File: src/rtl/draw_sprite.sv
// rtl/draw_sprite.sv - sprite compositor: per-frame position latch, ROM lookup, 3-clk aligned pipeline
module draw_sprite #(
  parameter int          SIZEX        = 48,
  parameter int          SIZEY        = 64,
  parameter int          ADDR_WIDTH_X = 6,
  parameter int          ADDR_WIDTH_Y = 6,
  parameter logic [11:0] KEY          = 12'hF0F
) (
  input  logic                                 clk,
  input  logic                                 rst,
  input  logic [11:0]                          xpos,
  input  logic [11:0]                          ypos,
  input  logic                                 mirror,
  input  logic                                 enable,
  input  logic [10:0]                          hcount_in,
  input  logic [10:0]                          vcount_in,
  input  logic                                 hsync_in,
  input  logic                                 hblnk_in,
  input  logic                                 vsync_in,
  input  logic                                 vblnk_in,
  input  logic [11:0]                          rgb_in,
  output logic [ADDR_WIDTH_X+ADDR_WIDTH_Y-1:0] rom_addr,
  input  logic [11:0]                          rom_rgb,
  output logic [10:0]                          hcount_out,
  output logic [10:0]                          vcount_out,
  output logic                                 hsync_out,
  output logic                                 hblnk_out,
  output logic                                 vsync_out,
  output logic                                 vblnk_out,
  output logic [11:0]                          rgb_out,
  output logic                                 sprite_px
);

  localparam int                      AW      = ADDR_WIDTH_X + ADDR_WIDTH_Y;
  localparam int                      TW      = 38;
  localparam logic [12:0]             SX13    = 13'(SIZEX);
  localparam logic [12:0]             SY13    = 13'(SIZEY);
  localparam logic [ADDR_WIDTH_X-1:0] COL_MAX = ADDR_WIDTH_X'(SIZEX - 1);

  logic        r_vblnk_d;
  logic [11:0] r_x_f;
  logic [11:0] r_y_f;
  logic        r_mirror_f;
  logic        r_enable_f;
  logic        w_vblnk_rise;

  assign w_vblnk_rise = vblnk_in & ~r_vblnk_d;

  // Position is sampled once per frame so a sprite never tears mid-frame.
  always_ff @(posedge clk) begin
    if (rst) begin
      r_vblnk_d  <= 1'b0;
      r_x_f      <= 12'h000;
      r_y_f      <= 12'h000;
      r_mirror_f <= 1'b0;
      r_enable_f <= 1'b0;
    end else begin
      r_vblnk_d <= vblnk_in;
      if (w_vblnk_rise) begin
        r_x_f      <= xpos;
        r_y_f      <= ypos;
        r_mirror_f <= mirror;
        r_enable_f <= enable;
      end
    end
  end

  logic [12:0]             w_h13;
  logic [12:0]             w_v13;
  logic [12:0]             w_x13;
  logic [12:0]             w_y13;
  logic                    w_in_box;
  logic [ADDR_WIDTH_X-1:0] w_dx;
  logic [ADDR_WIDTH_Y-1:0] w_dy;
  logic [ADDR_WIDTH_X-1:0] w_col;
  logic [AW-1:0]           w_addr;

  // 13-bit compare keeps a box near x/y = 4095 from wrapping onto column 0.
  assign w_h13    = {2'b00, hcount_in};
  assign w_v13    = {2'b00, vcount_in};
  assign w_x13    = {1'b0, r_x_f};
  assign w_y13    = {1'b0, r_y_f};
  assign w_in_box = r_enable_f & ~hblnk_in & ~vblnk_in &
                    (w_h13 >= w_x13) & (w_h13 < w_x13 + SX13) &
                    (w_v13 >= w_y13) & (w_v13 < w_y13 + SY13);

  // Only the low address bits of the offsets reach the ROM.
  assign w_dx   = hcount_in[ADDR_WIDTH_X-1:0] - r_x_f[ADDR_WIDTH_X-1:0];
  assign w_dy   = vcount_in[ADDR_WIDTH_Y-1:0] - r_y_f[ADDR_WIDTH_Y-1:0];
  assign w_col  = r_mirror_f ? (COL_MAX - w_dx) : w_dx;
  assign w_addr = w_in_box ? {w_dy, w_col} : '0;

  logic [TW-1:0] w_tim_in;
  logic [TW-1:0] r_tim1;
  logic [TW-1:0] r_tim2;
  logic          r_in1;
  logic          r_in2;
  logic [AW-1:0] r_addr1;
  logic [25:0]   r_tim3;
  logic [11:0]   r_rgb3;
  logic          r_spx3;
  logic          w_blank2;
  logic          w_opaque;

  assign w_tim_in = {hcount_in, vcount_in, hsync_in, hblnk_in, vsync_in, vblnk_in, rgb_in};
  assign w_blank2 = r_tim2[14] | r_tim2[12];
  assign w_opaque = r_in2 & (rom_rgb != KEY);

  always_ff @(posedge clk) begin
    if (rst) begin
      r_addr1 <= '0;
      r_in1   <= 1'b0;
      r_tim1  <= '0;
      r_in2   <= 1'b0;
      r_tim2  <= '0;
      r_tim3  <= '0;
      r_rgb3  <= 12'h000;
      r_spx3  <= 1'b0;
    end else begin
      r_addr1 <= w_addr;
      r_in1   <= w_in_box;
      r_tim1  <= w_tim_in;
      r_in2   <= r_in1;
      r_tim2  <= r_tim1;
      r_tim3  <= r_tim2[TW-1:12];
      if (w_blank2) begin
        r_rgb3 <= 12'h000;
        r_spx3 <= 1'b0;
      end else if (w_opaque) begin
        r_rgb3 <= rom_rgb;
        r_spx3 <= 1'b1;
      end else begin
        r_rgb3 <= r_tim2[11:0];
        r_spx3 <= 1'b0;
      end
    end
  end

  assign rom_addr   = r_addr1;
  assign hcount_out = r_tim3[25:15];
  assign vcount_out = r_tim3[14:4];
  assign hsync_out  = r_tim3[3];
  assign hblnk_out  = r_tim3[2];
  assign vsync_out  = r_tim3[1];
  assign vblnk_out  = r_tim3[0];
  assign rgb_out    = r_rgb3;
  assign sprite_px  = r_spx3;

endmodule

File: config.mk
export PLATFORM = sky130hd
export DESIGN_NAME = draw_sprite
export DESIGN_NICKNAME = d
export VERILOG_FILES = /design/src/rtl/draw_sprite.sv
export SDC_FILE = /design/constraint.sdc
export NUM_CORES = 1
export LEC_CHECK = 0
export CORE_ASPECT_RATIO = 1.2
export CORE_UTILIZATION = 35
export CTS_CLUSTER_DIAMETER = 50
export DETAILED_ROUTE_END_ITERATION = 8
export SYNTH_ARGS = -nofsm -noshare
export SYNTH_HDL_FRONTEND = slang
export SYNTH_SLANG_ARGS = --single-unit
File: constraint.sdc
create_clock -name clk -period 2.6 [get_ports clk]
set_input_delay 0.26 -clock clk [delete_from_list [all_inputs] [get_ports clk]]
set_output_delay 0.26 -clock clk [all_outputs]
set_load 0.005 [all_outputs]
==> metrics.txt, run 1 <==
Worst-Margin Slew 718 ps; setup TNS 0 ps; status complete, no violations; critical path class reg -> reg; Synth Instances 577; depth of the CTS H-tree 4; WP data arrival 2830 ps; wire per inst 13.1 microns; post-route cell area 7980 sq um; first-pass GRT wire length 19900 microns; number of CTS-inserted buffers 17; die area 17100 sq um; MaxCap Viol Count 0; Fin. Hold Viols 0; dpl cell area 7360 sq um; Avg Cell Area, Syn 10.1 sq um; n_diodes 0; Worst-path clk slew 60 ps; via count 4139; largest net degree at the start of global routing 76; vias in the first global route 4135; ANT nets after route 0; GRT Resource Usage Total 15.1%; Vias/cell 4.41; final setup vio count 0; nature of the critical path startpoint flip-flop; maximum vdd ir drop 0.479 mV; delay of the slowest cell on the worst path 360 ps; Final min period 2490 ps; Worst EP required 2940 ps; Post-synth EDFFs 0; Max Fanout on Critical Path 7; Post-synth ARST share 0%; period utilization 95.8%; crit path capture type flip-flop; io pins 129; Hold Crit Class in -> reg; footprint of the multi-input gates 2510 sq um; PwrDens 698 nW/um^2; CP Cell Sequence clkinv_1 -> ha_2 -> xor2_1 -> ha_1 -> a41oi_1 -> o21ai_0 -> a21oi_1 -> a211o_1 -> o2111ai_2 -> buf_4 -> nor3b_1; P&R area growth vs syn 37.4%; Synth top area share 53.4%; root buffer cell clkbuf_16; row cnt 51; Post-Synthesis Cell Area 5810 sq um; clk sink count 155; power after layout 5570 uW; TritonCTS clock tree built; Die Y 143 microns; Seq/Total Area, Yosys 53.4%; Syn. warnings 0; final WL 12300 microns; global route overflow 0; FILL cells 1535; CTS hold repair buffers 0; GPL Wtd Cong 0.889; Initial Util 35.8%; Setup Skew 5.96 ps; share of cells above drive strength 1 9.63%; NumNets Final 830; first-pass iteration count of the detailed router 4; cell taking the most area after synthesis dfxtp_1; drt drc 0; Synth cell types 50; Core ar. 16200 sq um; initial antenna violation count 0; Highest Clock Rate 401 MHz; Post-DP HPWL 9110 microns; post-synth net total 693; IO buf count 128; Final Max Slew Viols 0; clock latency on the worst-skew pair 420 ps; Max clock buf depth 2; RSZ-0062 raised after global routing yes; area occupied by registers 3100 sq um; Die Wd 120 microns; LEAKAGE 0.00315 uW; register bit total from synthesis 155; Slew HR 52.2%; most used flip-flop cell after synthesis dfxtp_1; Crit-path slowest cell dfxtp_2; synth top area cells dfxtp_1 (53%), nor2b_1 (11%), ha_1 (7.8%); Starting DRT DRC Count 162
## registers in the layout, summed over array words and instances, names as in the netlist, 12 cells and up
register	cells
rgb_out	12
r_tim1	38
r_x_f	12
r_tim3	26
r_y_f	12
rom_addr	12
r_tim2	38
## synthesized netlist by cell type (all sizes together), types with 3 or more instances
library cell / instances
nor4: 3
dfxtp: 155
nand2b: 7
xor2: 4
ha: 36
o21a: 5
nand4: 4
nor2: 31
nand2: 63
nand4b: 3
o21ai: 8
nor2b: 103
o2111ai: 3
xnor2: 14
clkbuf: 22
a21oi: 39
mux2i: 11
nand3: 3
inv: 29
a211oi: 4
nor3: 3
## worst paths after layout
check                 to  cells past startpoint  slack [ps]  startpoint
min             r_x_f[5]                      3         380     xpos[5]
max          rom_addr[5]                     11         110    r_x_f[5]
min reg2reg    r_tim2[3]                      1         430   r_tim1[3]
max reg2reg  rom_addr[5]                     11         110    r_x_f[5]
## timing repair
item,in CTS,in global routing
gates resized for setup,0,5
endpoints found under the hold margin,0,0
setup buffers,0,0
endpoints found under the setup margin,0,13
## worst max-delay path: cells and delay by family, from the launching register on
| family | cells | cell delay, ps |
|---|---|---|
| AOI/OAI and AO/OA | 5 | 870 |
| xor gates and xnor gates | 1 | 150 |
| adders and majority gates | 2 | 540 |
| buffers and inverters | 2 | 310 |
| DFF | 1 | 360 |
| and+or+nand+nor | 1 | 160 |
## stage by stage
step	setup slack [ps]	util (%)	cells	hold slack [ps]
detailed placement	-260	45.4	907	420
floorplan	420	-	577	388
finish	109	49.2	939	379
CTS	42.7	49.1	939	362
global route	-32.3	49.2	939	374
global placement	-237	45.4	907	417
## cell families (layout without fill, tap and decap cells)
group                      Yosys count  after routing  synth area share (%)
and+or+nand+nor                    223            223                  20.7
DFF                                155            155                  53.4
AOI/OAI and AO/OA                   77             77                  9.03
buffers and inverters               54            204                  3.64
adders and majority gates           38             38                  8.44
xor gates and xnor gates            18             18                  2.71
muxes                               12             12                  2.09
## cells in the final DEF, fill, tap and decap left out, types with 3 or more instances in the layout
cell type,n
clkinv_4,4
clkbuf_16,17
ha_1,35
xnor2_1,14
nor2_2,8
clkinv_2,3
dfxtp_1,154
inv_8,3
nor2_1,22
mux2i_1,11
nor4_1,3
o21ai_0,8
nand2_1,63
clkdlybuf4s50_1,127
nand3_1,3
inv_1,27
nand2b_1,7
buf_4,14
nand4_1,3
nor2b_1,102
xor2_1,4
o21a_1,5
a21oi_1,39
nand4b_1,3
## metal layers
layer  track usage [%]  vias to the layer above  routed length, microns
met4              7.89                        0                     340
met2              24.1                      121                    5750
met1              18.2                     1837                    5600
met3              4.71                       23                     574
li1                  -                     2158                       -
met5                 0                        -                       0
## final cells by class
type | instances | area share [%]
clock inverter | 14 | 2.02
sequential | 155 | 38.9
tap | 212 | 3.32
timing repair buffer | 142 | 17.4
inverter | 30 | 1.41
clock buffer | 18 | 5.50
multi-input combinational | 368 | 31.4
## where the power goes
part,total (uW),switching (uW),internal [uW]
Sequential,2500,35.5,2470
Combinational,593,277,316
Clock,2470,1010,1460
Total,5570,1320,4250
No activity file was read; power rests on OpenSTA's default activity.
==> inputs of run 2 (changes only) <==
--- a/config.mk
+++ b/config.mk
@@ -7,2 +7,3 @@
 export LEC_CHECK = 0
+export CAP_MARGIN = 20
 export CORE_ASPECT_RATIO = 1.2
--- a/constraint.sdc
+++ b/constraint.sdc
@@ -3,2 +3,2 @@
 set_output_delay 0.26 -clock clk [all_outputs]
-set_load 0.005 [all_outputs]
+set_load 0.05 [all_outputs]
==> results of run 2 <==
Same layout as run 1 (identical final DEF). Status: complete, no violations.
Main changes from that run: total power 5570 uW -> 5620 uW; worst IR drop on VDD 0.479 mV -> 0.480 mV
